$ cat src/rtl/norm_stream_sink.sv
// Terminating sink for the normalization stage: joint sample/tag beats, tag continuity check,
// warm-up discard and a pop-read FIFO. Define NORM_SINK_CLIP_EN to saturate stored samples.
module norm_stream_sink #(
  parameter int                 DEPTH      = 16,
  parameter int                 WARMUP     = 8,
  parameter logic signed [31:0] CLIP_LIMIT = 32'sh0000_4000
) (
  input  logic                     aclk,
  input  logic                     aresetn,
  input  logic [31:0]              s_axis_data_tdata,
  input  logic                     s_axis_data_tvalid,
  output logic                     s_axis_data_tready,
  input  logic [7:0]               s_axis_config_tdata,
  input  logic                     s_axis_config_tvalid,
  output logic                     s_axis_config_tready,
  input  logic                     clear,
  input  logic                     rd_en,
  output logic [31:0]              rd_data,
  output logic [4:0]               rd_tag,
  output logic                     rd_valid,
  output logic                     empty,
  output logic [$clog2(DEPTH):0]   level,
  output logic                     seq_err,
  output logic                     overflow,
  output logic [15:0]              clip_cnt
);

  localparam int PW = $clog2(DEPTH);
  localparam int LW = PW + 1;

  if (DEPTH < 4 || DEPTH > 256 || (DEPTH & (DEPTH - 1)) != 0) begin : g_bad_depth
    $error("norm_stream_sink: DEPTH must be a power of two in 4..256");
  end
  if (WARMUP < 0 || WARMUP > 255) begin : g_bad_warmup
    $error("norm_stream_sink: WARMUP must be in 0..255");
  end
  if (CLIP_LIMIT <= 0) begin : g_bad_clip
    $error("norm_stream_sink: CLIP_LIMIT must be positive");
  end

  logic [36:0]   mem_q [DEPTH];
  logic [PW-1:0] wr_ptr_q, rd_ptr_q;
  logic [LW-1:0] level_q, level_d;
  logic          tready_q;
  logic [7:0]    warm_q;
  logic          exp_valid_q;
  logic [4:0]    exp_tag_q;
  logic          seq_err_q, overflow_q;
  logic [15:0]   clip_cnt_q;
  logic [31:0]   rd_data_q;
  logic [4:0]    rd_tag_q;
  logic          rd_valid_q;

  logic        full, fire, store, pop, both_valid;
  logic [31:0] sample_st;
  logic        clip_hit;
  logic        unused_tag_hi;

  assign unused_tag_hi = ^s_axis_config_tdata[7:5];

  // Handshake: a beat fires only when both channels are valid and the shared ready is high.
  assign both_valid = s_axis_data_tvalid & s_axis_config_tvalid;
  assign full       = (level_q == LW'(DEPTH));
  assign fire       = both_valid & tready_q & ~clear;
  assign store      = fire & (warm_q == 8'd0);
  assign pop        = rd_en & (level_q != '0) & ~clear;

`ifdef NORM_SINK_CLIP_EN
  always_comb begin
    sample_st = s_axis_data_tdata;
    clip_hit  = 1'b0;
    if ($signed(s_axis_data_tdata) > CLIP_LIMIT) begin
      sample_st = CLIP_LIMIT;
      clip_hit  = 1'b1;
    end else if ($signed(s_axis_data_tdata) < -CLIP_LIMIT) begin
      sample_st = -CLIP_LIMIT;
      clip_hit  = 1'b1;
    end
  end
`else
  assign sample_st = s_axis_data_tdata;
  assign clip_hit  = 1'b0;
`endif

  always_comb begin
    level_d = level_q;
    if (store && !pop) level_d = level_q + LW'(1);
    else if (pop && !store) level_d = level_q - LW'(1);
  end

  always_ff @(posedge aclk) begin
    if (store) mem_q[wr_ptr_q] <= {s_axis_config_tdata[4:0], sample_st};
  end

  always_ff @(posedge aclk or posedge aresetn) begin
    if (aresetn) begin
      wr_ptr_q    <= '0;
      rd_ptr_q    <= '0;
      level_q     <= '0;
      tready_q    <= 1'b0;
      warm_q      <= 8'(WARMUP);
      exp_valid_q <= 1'b0;
      exp_tag_q   <= '0;
      seq_err_q   <= 1'b0;
      overflow_q  <= 1'b0;
      clip_cnt_q  <= '0;
      rd_data_q   <= '0;
      rd_tag_q    <= '0;
      rd_valid_q  <= 1'b0;
    end else if (clear) begin
      wr_ptr_q    <= '0;
      rd_ptr_q    <= '0;
      level_q     <= '0;
      tready_q    <= 1'b0;
      warm_q      <= 8'(WARMUP);
      exp_valid_q <= 1'b0;
      seq_err_q   <= 1'b0;
      overflow_q  <= 1'b0;
      clip_cnt_q  <= '0;
      rd_valid_q  <= 1'b0;
    end else begin
      level_q    <= level_d;
      // Ready follows the next level, so a pop while full reopens the sink one cycle later.
      tready_q   <= (level_d != LW'(DEPTH));
      rd_valid_q <= pop;
      if (pop) begin
        rd_data_q <= mem_q[rd_ptr_q][31:0];
        rd_tag_q  <= mem_q[rd_ptr_q][36:32];
        rd_ptr_q  <= rd_ptr_q + PW'(1);
      end
      if (store) wr_ptr_q <= wr_ptr_q + PW'(1);
      if (store && clip_hit && clip_cnt_q != 16'hFFFF) clip_cnt_q <= clip_cnt_q + 16'd1;
      if (fire) begin
        if (warm_q != 8'd0) warm_q <= warm_q - 8'd1;
        if (exp_valid_q && s_axis_config_tdata[4:0] != exp_tag_q) seq_err_q <= 1'b1;
        exp_tag_q   <= s_axis_config_tdata[4:0] + 5'd1;
        exp_valid_q <= 1'b1;
      end
      if (both_valid && full) overflow_q <= 1'b1;
    end
  end

  assign s_axis_data_tready   = tready_q;
  assign s_axis_config_tready = tready_q;
  assign rd_data              = rd_data_q;
  assign rd_tag               = rd_tag_q;
  assign rd_valid             = rd_valid_q;
  assign empty                = (level_q == '0);
  assign level                = level_q;
  assign seq_err              = seq_err_q;
  assign overflow             = overflow_q;
  assign clip_cnt             = clip_cnt_q;

endmodule

$ cat config.mk
export PLATFORM = sky130hd
export DESIGN_NAME = norm_stream_sink
export DESIGN_NICKNAME = d
export VERILOG_FILES = /design/src/rtl/norm_stream_sink.sv
export SDC_FILE = /design/constraint.sdc
export NUM_CORES = 1
export LEC_CHECK = 0
export ABC_AREA = 1
export BUFFER_PORTS_ARGS = -buffer_cell sky130_fd_sc_hd__clkbuf_2
export CAP_MARGIN = 20
export CORE_AREA = 5 5 235 237
export CTS_BUF_LIST = sky130_fd_sc_hd__clkbuf_8
export DETAILED_ROUTE_END_ITERATION = 8
export DIE_AREA = 0 0 240 242
export PLACE_DENSITY = 0.66
export SYNTH_ARGS = -nofsm -noshare
export SYNTH_HDL_FRONTEND = slang
export SYNTH_SLANG_ARGS = --single-unit
$ cat constraint.sdc
create_clock -name aclk -period 7.1 [get_ports aclk]
set_input_delay 0.71 -clock aclk [delete_from_list [all_inputs] [get_ports aclk]]
set_output_delay 0.71 -clock aclk [all_outputs]
set_load 0.01 [all_outputs]
==> impl_metrics.py <==
metrics = {
    "status": {
        "outcome": "finished clean",
    },
    "timing": {
        "finalMaxSlewViolations": 0,
        "fmax_mhz": 284,
        "hold_viol_final": 0,
        "tightest_slew_ns": 1.27,
        "setup_viol": 0,
        "period_share": 0.496,
        "rsz0062_at_grt": "false",
        "slew-limit-headroom": 0.151,
        "tns_ns": 0,
        "fin_worst_skew_ns": 0.0263,
        "fin_crit_ns": 3.52,
    },
    "critical_path": {
        "r2r_slack_ns": 3.58,
        "cp-endpoint": "rd_data[9]",
        "worstPathArrival_ns": 4.12,
        "reg2reg_depth": 10,
        "cp_cell_sequence": "inv_8 -> buf_16 -> buf_4 -> nor2_1 -> nor2_1 -> a21oi_1 -> a21oi_1 -> o21ai_1 -> nand3_1 -> o21a_1",
        "crit_path_max_incr_delay_ns": 0.90,
        "slowest_stage": "buf_4",
        "startpoint": "rd_ptr_q[0]",
        "r2r_end": "rd_data[9]",
        "worst_setup_path_end_kind": "flip-flop",
        "critPathLaunchType": "flip-flop",
        "worstPathMaxFanout": 169,
        "reg2reg_from": "rd_ptr_q[0]",
        "critical_path_class": "flip-flop to flip-flop",
        "critPathRequiredTime_ns": 7.70,
    },
    "synthesis": {
        "yosysTopAreaCell": "edfxtp_1",
        "synthTopCellsByArea": "edfxtp_1 68%, dfrtp_1 6.4%, nor2_1 4.8%",
        "synth_area_per_cell_um2": 13.2,
        "ys_warn_count": 0,
        "syn_area_mm2": 0.0262,
        "yosysUniqueCellTypes": 34,
        "synthCells": 1982,
        "yosysSeqAreaShare": 0.744,
        "ys_ff_latch": 660,
        "netlist.area_leader.share": 0.679,
    },
    "placed_design": {
        "gp_congestion": 0.765,
        "port_buffers": 90,
        "postPlaceCellArea_mm2": 0.0272,
        "dpl.hpwl_um": 30700,
    },
    "finish": {
        "finalInstanceArea_mm2": 0.0292,
        "antenna_cells": 0,
        "drive_above_1_share": 0.133,
        "most-common-layout-cells": "592 x edfxtp_1, 317 x nor2_1, 211 x o21ai_0, 123 x o21ai_1, 116 x clkbuf_8",
        "final_common_cell": "edfxtp_1",
        "finalNetCount": 2124,
        "area_growth_pct": 11.5,
    },
    "floorplanning": {
        "start_util": 0.493,
        "fp.dieW_um": 240,
        "fp.dieH_um": 242,
        "die_area_mm2": 0.0581,
        "row_count": 85,
        "core-area_mm2": 0.0531,
        "pin_count": 110,
    },
    "power_and_ir_drop": {
        "power_mw": 8.96,
        "p_leak_nw": 10.0,
        "switching_power_mw": 2.52,
        "power_density_mw_per_mm2": 307,
        "ir_worst_vdd_mv": 0.235,
        "combPwrFrac": 0.160,
        "p_int_mw": 6.44,
        "p_clk_frac": 0.338,
        "pwr-share-seq": 0.502,
        "swShare": 0.281,
    },
    "worst_hold_path": {
        "hold_path.class": "primary input to asynchronous set/reset pin",
    },
    "routing": {
        "drc": 0,
        "routedWlPerCell_um": 22.3,
        "firstDrtPassIters": 5,
        "ant_nets": 0,
        "vias": 16583,
        "drt_iter0_drc": 1672,
        "via_per_inst": 5.82,
        "finalWirelength_um": 63400,
    },
    "clock_network": {
        "cts.sinks": 660,
        "htreeDepth": 3,
        "cts_hold_buffers": 0,
        "postCtsSetupBuffers": 0,
        "cts-root-buf": "clkbuf_8",
        "cts_resized": 0,
        "clockBufferDepth": 3,
        "numCtsBuffers": 100,
        "cts_tree": "done",
        "path_clk_slew_ns": 0.06,
        "insertion_delay_ns": 0.68,
    },
    "global_route": {
        "grt-ovfl-total": 0,
        "grt_pass1_vias": 16691,
        "antenna_found_initial": 2,
        "grt_max_degree": 266,
        "grt_first_pass_wirelength_um": 97000,
        "groute.usage.overall": 0.215,
    },
    "job": {
        "max_cap_violations": 0,
    },
}
through the flow:
step                setup slack, ns  utilization  instances  hold slack, ns
floorplan                      3.64            -       1997           0.456
global placement               3.60        0.512       2661           0.473
detailed placement             3.58        0.512       2661           0.479
CTS                            3.56        0.549       2849          0.0214
global route                   3.39        0.550       2850          0.0516
finish                         3.58        0.550       2850          0.0538
cell families (layout without fill, tap and decap cells):
kind of cell	count (synthesis)	in the layout	share of synthesized area
other cells	1	16	0.000143
buf+inv	210	367	0.0370
compound gates	557	557	0.126
simple gates	534	534	0.0843
fa+ha+maj	10	10	0.00478
flops	660	660	0.744
xor+xnor	10	10	0.00335
cells in the mapped netlist:
cell and instances:
nor2_8 1, buf_4 23, nand2_2 3, inv_1 56, o221ai_1 104, a22o_1 1
conb_1 1, dfstp_2 1, clkbuf_1 63, nand2_1 74, a21oi_1 57, nor2_4 2
clkinv_1 2, inv_2 2, o21a_1 37, buf_6 3, dfrtp_1 67, o21ai_0 211
nor3_1 4, o22ai_1 23, clkbuf_2 2, edfxtp_1 592, nand4_1 2, xnor2_1 5
o211ai_1 1, xor2_1 5, inv_4 1, o21ai_1 123, buf_1 5, nand3_1 113
ha_1 10, buf_2 53, nand3_2 2, nor2_1 333
critical path: cells and delay by family (launching register included):
family / cells / cell delay (ns)
buffers and inverters: 3 / 1.64
AOI/OAI and AO/OA: 4 / 0.47
DFF: 1 / 0.74
and+or+nand+nor: 3 / 0.36
sequential cells by signal, indices dropped and copies added (netlist names):
register / count
mem_q: 592
s_axis_config_tready: 1
rd_data: 32
warm_q: 8
level: 5
exp_tag_q: 5
rd_tag: 5
seq_err: 1
wr_ptr_q: 4
exp_valid_q: 1
overflow: 1
rd_valid: 1
rd_ptr_q: 4
worst min path at each step:
stage / slack (ns) / cells after the start / endpoint
4_1_cts: 0.02 / 2 / rd_data[18]
5_1_grt: 0.05 / 2 / rd_data[18]
3_5_place_dp: 0.48 / 1 / rd_data[24]
2_1_floorplan: 0.46 / 1 / warm_q[5]
3_3_place_gp: 0.47 / 1 / rd_data[10]
6_report: 0.05 / 2 / rd_data[18]
layout make-up:
class	count	area, µm²
Multi-Input combinational cell	1127	5910
Clock buffer	116	1600
Clock inverter	72	380
Fill cell	4321	23900
Tap cell	696	871
Inverter	61	244
Sequential cell	660	19500
Timing Repair Buffer	118	693
layer usage:
metal  share of wire  routed length, µm  up-vias  track usage
li1                -                  -     7536            -
met1            0.42              26400     8339        0.294
met2            0.50              31700      605        0.358
met3           0.064               4050       99       0.0334
met4           0.020               1250        4       0.0673
met5         0.00049                 31        -            0
power groups by stage:
stage	registers, mW	logic (mW)	clock network, mW
after global routing	4.51	1.61	3.27
after CTS	4.50	1.43	3.08
after floorplan	4.56	1.02	0
after global placement	4.57	1.38	0
final	4.49	1.44	3.03
after detailed placement	4.58	1.43	0
(Power assumes the default switching activity.)
